### src/rtl/fpumul_pipe_pkg.sv
// Shared floating-point definitions for the multiplier pipeline: exception bit
// indices, control-word flag positions, rounding-mode codes and exponent codes.
package fpumul_pipe_pkg;

    localparam int RAISE_W = 11;

    // Bit positions inside raise/sticky
    localparam int csrfpu_inexact_excpt = 0;
    localparam int csrfpu_under_excpt   = 1;
    localparam int csrfpu_over_excpt    = 2;
    localparam int csrfpu_divz_excpt    = 3;
    localparam int csrfpu_inv_excpt     = 4;

    // Bit position inside the captured control word
    localparam int csrfpu_inv_flag = 4;

    typedef enum logic [2:0] {
        RM_TRUNC         = 3'd0,
        RM_NEAR_AWAY     = 3'd1,
        RM_NEAR_EVEN     = 3'd2,
        RM_POS_INF       = 3'd3,
        RM_NEG_INF       = 3'd4,
        RM_AWAY          = 3'd5,
        RM_TRUNC_ALT     = 3'd6,
        RM_NEAR_EVEN_ALT = 3'd7
    } rmode_e;

    function automatic int fp_bias(input int expw);
        return (1 << (expw - 1)) - 1;
    endfunction

    function automatic int fp_inf_code(input int expw);
        return (1 << expw) - 2;
    endfunction

    function automatic int fp_nan_code(input int expw);
        return (1 << expw) - 1;
    endfunction

endpackage

### src/rtl/fpumul_round.sv
// Mantissa rounding: decides the increment from guard/sticky, sign and mode,
// and reports the carry out of the stored mantissa.
module fpumul_round
    import fpumul_pipe_pkg::*;
#(
    parameter int MANW = 23
)(
    input  logic [MANW-1:0] man,
    input  logic            g,
    input  logic            s,
    input  logic            sign,
    input  logic [2:0]      rmode,
    output logic [MANW-1:0] man_out,
    output logic            carry
);

    logic inc;

    // Rounding increment per mode; truncating modes fall to the default
    always_comb begin
        inc = 1'b0;
        case (rmode_e'(rmode))
            RM_NEAR_AWAY:                   inc = g;
            RM_NEAR_EVEN, RM_NEAR_EVEN_ALT: inc = g & (s | man[0]);
            RM_POS_INF:                     inc = ~sign & (g | s);
            RM_NEG_INF:                     inc = sign & (g | s);
            RM_AWAY:                        inc = g | s;
            default:                        inc = 1'b0;
        endcase
    end

    assign {carry, man_out} = {1'b0, man} + (MANW + 1)'(inc);

endmodule

### src/rtl/fpumul_pipe.sv
// Pipelined floating-point multiplier. Stage 0 captures the operands with
// their rounding mode and control flag; the product is formed behaviourally
// after stage 0 and carried through LAT-1 result stages so that synthesis can
// retime the multiplier array across them. All stages stall together.
module fpumul_pipe
    import fpumul_pipe_pkg::*;
#(
    parameter  int EXPW = 9,
    parameter  int MANW = 23,
    parameter  int LAT  = 3,
    localparam int W    = 1 + EXPW + MANW
)(
    input  logic               clk,
    input  logic               rst,
    input  logic               in_vld,
    output logic               in_rdy,
    input  logic [W-1:0]       A,
    input  logic [W-1:0]       B,
    input  logic               copyA,
    input  logic [2:0]         rmode,
    input  logic [31:0]        fpcsr,
    input  logic               flush,
    output logic               out_vld,
    input  logic               out_rdy,
    output logic [W-1:0]       res,
    output logic [RAISE_W-1:0] raise,
    output logic [RAISE_W-1:0] sticky,
    input  logic               sticky_clr
);

    localparam int EW = EXPW + 2;
    localparam int PW = 2 * (MANW + 1);
    localparam int NR = LAT - 1;

    localparam logic [EW-1:0]   BIAS_E      = EW'(fp_bias(EXPW));
    localparam logic [EW-1:0]   INF_E       = EW'(fp_inf_code(EXPW));
    localparam logic [EXPW-1:0] INF_C       = EXPW'(fp_inf_code(EXPW));
    localparam logic [EXPW-1:0] NAN_C       = EXPW'(fp_nan_code(EXPW));
    localparam logic [MANW-1:0] NAN_MAN_INV = MANW'(1);
    localparam logic [MANW-1:0] NAN_MAN_Q   = MANW'(1) | (MANW'(1) << (MANW - 1));

    logic adv;
    assign adv    = ~out_vld | out_rdy;
    assign in_rdy = adv;

    // Only the invalid-flag bit of the control word affects the result
    logic unused_fpcsr;
    assign unused_fpcsr = ^fpcsr;

    logic         s0_vld;
    logic [W-1:0] s0_a;
    logic [W-1:0] s0_b;
    logic         s0_copy;
    logic [2:0]   s0_rmode;
    logic         s0_inv;

    // Stage 0: capture operands together with their mode and flag
    always_ff @(posedge clk or posedge rst) begin
        if (rst) begin
            s0_vld   <= 1'b0;
            s0_a     <= '0;
            s0_b     <= '0;
            s0_copy  <= 1'b0;
            s0_rmode <= '0;
            s0_inv   <= 1'b0;
        end else if (flush) begin
            s0_vld <= 1'b0;
        end else if (adv) begin
            s0_vld   <= in_vld;
            s0_a     <= A;
            s0_b     <= B;
            s0_copy  <= copyA;
            s0_rmode <= rmode;
            s0_inv   <= fpcsr[csrfpu_inv_flag];
        end
    end

    logic            sa, sb, sign;
    logic [EXPW-1:0] ea, eb;
    logic [MANW-1:0] ma, mb;

    assign {sa, ea, ma} = s0_a;
    assign {sb, eb, mb} = s0_b;
    assign sign         = sa ^ sb;

    logic a_zero, b_zero, a_inf, b_inf, is_nan;
    assign a_zero = (ea == '0);
    assign b_zero = (eb == '0);
    assign a_inf  = (ea == INF_C);
    assign b_inf  = (eb == INF_C);
    assign is_nan = (ea == NAN_C) | (eb == NAN_C) | (a_inf & b_zero) | (a_zero & b_inf);

    logic [PW-1:0]   prod, prod_n;
    logic            norm, grd, stk;
    logic [MANW-1:0] frac, man_rnd;
    logic            rnd_carry;

    assign prod   = {{(MANW + 1){1'b0}}, 1'b1, ma} * {{(MANW + 1){1'b0}}, 1'b1, mb};
    assign norm   = prod[PW-1];
    assign prod_n = norm ? (prod >> 1) : prod;
    assign frac   = prod_n[PW-3 -: MANW];
    assign grd    = prod_n[MANW-1];
    // The bit dropped by normalisation still counts toward sticky
    assign stk    = (|prod_n[MANW-2:0]) | (norm & prod[0]);

    fpumul_round #(.MANW(MANW)) u_round (
        .man     (frac),
        .g       (grd),
        .s       (stk),
        .sign    (sign),
        .rmode   (s0_rmode),
        .man_out (man_rnd),
        .carry   (rnd_carry)
    );

    logic [EW-1:0] exp_u;
    logic          ovf, unf;

    assign exp_u = {2'b00, ea} + {2'b00, eb} - BIAS_E + EW'(norm) + EW'(rnd_carry);
    assign ovf   = ~exp_u[EW-1] & (exp_u >= INF_E);
    assign unf   = exp_u[EW-1] | (exp_u == '0);

    logic [W-1:0]       r_res;
    logic [RAISE_W-1:0] r_raise;

    // Result select: copy beats specials, specials beat range checks
    always_comb begin
        r_res   = {sign, exp_u[EXPW-1:0], man_rnd};
        r_raise = '0;
        r_raise[csrfpu_inexact_excpt] = grd | stk;
        if (s0_copy) begin
            r_res   = s0_a;
            r_raise = '0;
        end else if (is_nan) begin
            r_raise = '0;
            if (s0_inv) begin
                r_res = {1'b1, NAN_C, NAN_MAN_INV};
                r_raise[csrfpu_inv_excpt] = 1'b1;
            end else begin
                r_res = {1'b1, NAN_C, NAN_MAN_Q};
            end
        end else if (a_inf | b_inf) begin
            r_res   = {sign, INF_C, {MANW{1'b0}}};
            r_raise = '0;
        end else if (a_zero | b_zero) begin
            r_res   = {sign, {EXPW{1'b0}}, {MANW{1'b0}}};
            r_raise = '0;
        end else if (ovf) begin
            r_res   = {sign, INF_C, {MANW{1'b0}}};
            r_raise = '0;
            r_raise[csrfpu_over_excpt]    = 1'b1;
            r_raise[csrfpu_inexact_excpt] = 1'b1;
        end else if (unf) begin
            r_res   = {sign, {EXPW{1'b0}}, {MANW{1'b0}}};
            r_raise = '0;
            r_raise[csrfpu_under_excpt]   = 1'b1;
            r_raise[csrfpu_inexact_excpt] = 1'b1;
        end
    end

    logic [NR-1:0]      p_vld;
    logic [W-1:0]       p_res   [NR];
    logic [RAISE_W-1:0] p_raise [NR];

    // Result stages: shift together on adv, valid bits cleared by flush
    always_ff @(posedge clk or posedge rst) begin
        if (rst) begin
            p_vld <= '0;
            for (int i = 0; i < NR; i++) begin
                p_res[i]   <= '0;
                p_raise[i] <= '0;
            end
        end else if (flush) begin
            p_vld <= '0;
        end else if (adv) begin
            p_vld[0]   <= s0_vld;
            p_res[0]   <= r_res;
            p_raise[0] <= r_raise;
            for (int i = 1; i < NR; i++) begin
                p_vld[i]   <= p_vld[i-1];
                p_res[i]   <= p_res[i-1];
                p_raise[i] <= p_raise[i-1];
            end
        end
    end

    assign out_vld = p_vld[NR-1];
    assign res     = p_res[NR-1];
    assign raise   = p_raise[NR-1];

    // Accumulate exceptions of consumed results; clear has priority
    always_ff @(posedge clk or posedge rst) begin
        if (rst) begin
            sticky <= '0;
        end else if (sticky_clr) begin
            sticky <= '0;
        end else if (out_vld & out_rdy) begin
            sticky <= sticky | raise;
        end
    end

endmodule

### config.mk
export PLATFORM = sky130hd
export DESIGN_NAME = fpumul_pipe
export DESIGN_NICKNAME = d
export VERILOG_FILES = /design/src/rtl/fpumul_pipe_pkg.sv /design/src/rtl/fpumul_round.sv /design/src/rtl/fpumul_pipe.sv
export SDC_FILE = /design/constraint.sdc
export NUM_CORES = 2
export LEC_CHECK = 0
export ABC_AREA = 1
export BUFFER_PORTS_ARGS = -buffer_cell sky130_fd_sc_hd__buf_2
export CAP_MARGIN = 20
export CORE_UTILIZATION = 55
export CTS_CLUSTER_DIAMETER = 100
export DETAILED_ROUTE_END_ITERATION = 10
export PLACE_DENSITY = 0.84
export SLEW_MARGIN = 20
export SYNTH_ARGS = -nofsm -noshare
export SYNTH_HDL_FRONTEND = slang
export SYNTH_SLANG_ARGS = --single-unit
### constraint.sdc
create_clock -name clk -period 10.7 [get_ports clk]
set_input_delay 2.675 -clock clk [delete_from_list [all_inputs] [get_ports clk]]
set_output_delay 2.675 -clock clk [all_outputs]
set_load 0.01 [all_outputs]
==> run metrics <==
post-synthesis instance total 3,906; Worst R2R End p_res[52]$_DFFE_PP0P_; TritonCTS buffer count 17; Final Critical Period slightly above 10,000 ps; boundary pin count 165; Tot GR Track Use 0.308; # rows 83; antenna violations before repair 1; Final Hold Viols 0; number of global-route vias before repair 25,500; largest net degree at the start of global routing 105; layout cells sized above 1 0.101; period utilization 0.953; via count between 20,000 and 25,000; Synth Register Bits 152; R2R cell count between 50 and 60; initial cell density of the core 0.558; Max stage delay cell, worst path fa_1; first-pass GRT wire length 128,000 um; grt total ovfl 0; Tightest Hold Check Type flip-flop to flip-flop; die width 230 um; Bufs on Longest Clock Path 2; IO Port Bufs 119; Final ANT Viol Nets 0; CP max FO 8; routed len/inst 16.5 um; Area Overhead vs Synth 8.48%; CTS clock-pin slew for the worst setup and hold paths 80 ps; TritonCTS Sinks 152; hpwl dp ~64,000 um; Max-Cap Viols 0; CTS tree yes; Main synth FF type dfrtp_1; Critical Path Start Type flip-flop; Hold Path End res[28]$_DFFE_PP0P_; outcome complete, no violations; ys async rst share 1.00; clk_lat worst skew 490 ps; Post-CTS Hold Buffers 0; Worst R2R Setup Slack about 500 ps; Fmax 98.0 MHz; nets 4,779; Final setup viols 0; Worst-Margin Slew roughly 1000 ps; number of flops mapped to enable cells by yosys 0; Fin Clk Skew 23.1 ps; total DRC errors in the routed layout 0; synth unique cells 51; crit path kind flip-flop to flip-flop; CP max stage delay 540 ps; Worst Hold Launch p_res[61]$_DFFE_PP0P_; H-Tree Depth 4; Critical Path AT ~11,000 ps; hold_ws 476 ps; TritonRoute pass-1 iters 5; GP Congestion 0.983; WHS Path Cells 2; YS warnings 0; clock root buffer master clkbuf_16; CORE AREA about 51,000 um2; endpoint class of the critical path flip-flop; Seq/Total Area, Yosys 0.133; Die Span Y around 230 um; die footprint roughly 53,000 um2; reg-to-reg startpoint s0_a[16]$_DFFE_PP0P_; Crit path required time 11,110 ps; most frequent cells in the layout nand2_1, inv_1, fa_1, ha_1, buf_4; most common cell after layout, fill and taps aside nand2_1; Post-Syn Area 28,700 um2; Slew HR 0.314; initial DRC count 2,042; Ant. Diodes 0; DR vias/cell between 5 and 6; final wirelength 77,300 um; Post-Syn Area per Cell 7.34 um2; Final Max Tran Viols 0
==> kinds of logic (layout without fill, tap and decap cells) <==
kind of cell	count (synthesis)	in the layout	synth area share
simple gates	1577	1577	0.222
xor+xnor	33	33	0.0101
flops	152	152	0.133
fa+ha+maj	676	676	0.422
mux	1	1	0.000349
other cells	1	14	0.000131
compound gates	212	212	0.0404
buf+inv	1254	1343	0.173
==> synth_stat cells (5+ instances only) <==
cell,instances,area [um2]
inv_1,1037,3890
xor2_1,19,166
nor4_1,5,31.3
nor2_1,121,454
xnor2_1,14,123
or2_2,5,31.3
o21ai_0,85,425
nor2_2,17,106
dfrtp_1,152,3800
nand4_1,21,131
nand2_2,13,81.3
nand3b_1,14,105
ha_1,192,2400
inv_2,8,30.0
buf_4,51,383
nor3_1,14,70.1
clkbuf_1,147,552
a21oi_1,85,425
a22oi_1,11,82.6
nand3_1,83,415
o21ai_1,7,35.0
nor2_4,6,67.6
nand2_1,1267,4760
o22ai_1,5,31.3
fa_1,484,9690
==> worst max-delay path, delay by kind of cell (launching register included) <==
kind / cells / cell delay, ps
AO/OA/AOI/OAI: 8 / 770
XOR/XNOR: 1 / 340
adder cells (fa/ha/maj): 11 / 4740
buffers and inverters: 12 / 1310
flip-flops: 1 / 530
AND/OR/NAND/NOR: 19 / 2390
==> layout make-up <==
class,count,area [um2]
fillers,4438,20300
multi-input cells,2513,20000
inverters,1047,3940
flip-flops and latches,152,3850
repair buffers,264,1800
well taps,680,851
clock buffers,17,425
clock inverters,15,195
==> metrics by stage <==
stage | setup WS [ps] | util | cell area [um2] | instances | TNS, ps
final | 498 | 0.605 | 31100 | 4688 | 0
after CTS | 229 | 0.601 | 30900 | 4680 | 0
after global routing | -24.5 | 0.605 | 31100 | 4688 | -47.4
after floorplan | 1150 | - | 28700 | 3919 | 0
after detailed placement | 293 | 0.589 | 30300 | 4648 | 0
after global placement | 402 | 0.589 | 30300 | 4648 | 0
==> timing repair <==
item                       in CTS  in global routing
gates resized for setup         0                 56
setup endpoints to repair       0                 35
buffers inserted                0                  7
==> metal layers <==
| metal | up-vias | track usage | part of all wire |
|---|---|---|---|
| met4 | 2 | 0.120 | 0.038 |
| met2 | 1054 | 0.510 | 0.47 |
| li1 | 11300 | - | - |
| met3 | 172 | 0.0492 | 0.083 |
| met1 | 11900 | 0.405 | 0.41 |
| met5 | - | 0 | 0.00014 |
==> state kept, by name, indices dropped and copies added, names as in the netlist <==
name / count
p_res: 33
sticky: 4
p_vld: 2
s0_vld: 1
s0_copy: 1
s0_b: 33
s0_inv: 1
s0_rmode: 3
p_raise: 4
s0_a: 33
res: 33
raise: 4
==> worst max-delay path by stage <==
stage	end	cells after the start	startpoint	slack (ps)
global route	p_res[47]$_DFFE_PP0P_	57	s0_a[16]$_DFFE_PP0P_	-20
finish	p_res[52]$_DFFE_PP0P_	51	s0_a[16]$_DFFE_PP0P_	500
CTS	p_res[34]$_DFFE_PP0P_	50	s0_b[7]$_DFFE_PP0P_	230
global placement	p_res[57]$_DFFE_PP0P_	58	s0_a[12]$_DFFE_PP0P_	400
floorplan	p_res[49]$_DFFE_PP0P_	54	s0_a[13]$_DFFE_PP0P_	1150
detailed placement	p_res[57]$_DFFE_PP0P_	58	s0_a[13]$_DFFE_PP0P_	290
Power is not shown: default switching activity piles up to over one toggle a cycle in this logic, so the estimate is an artifact.
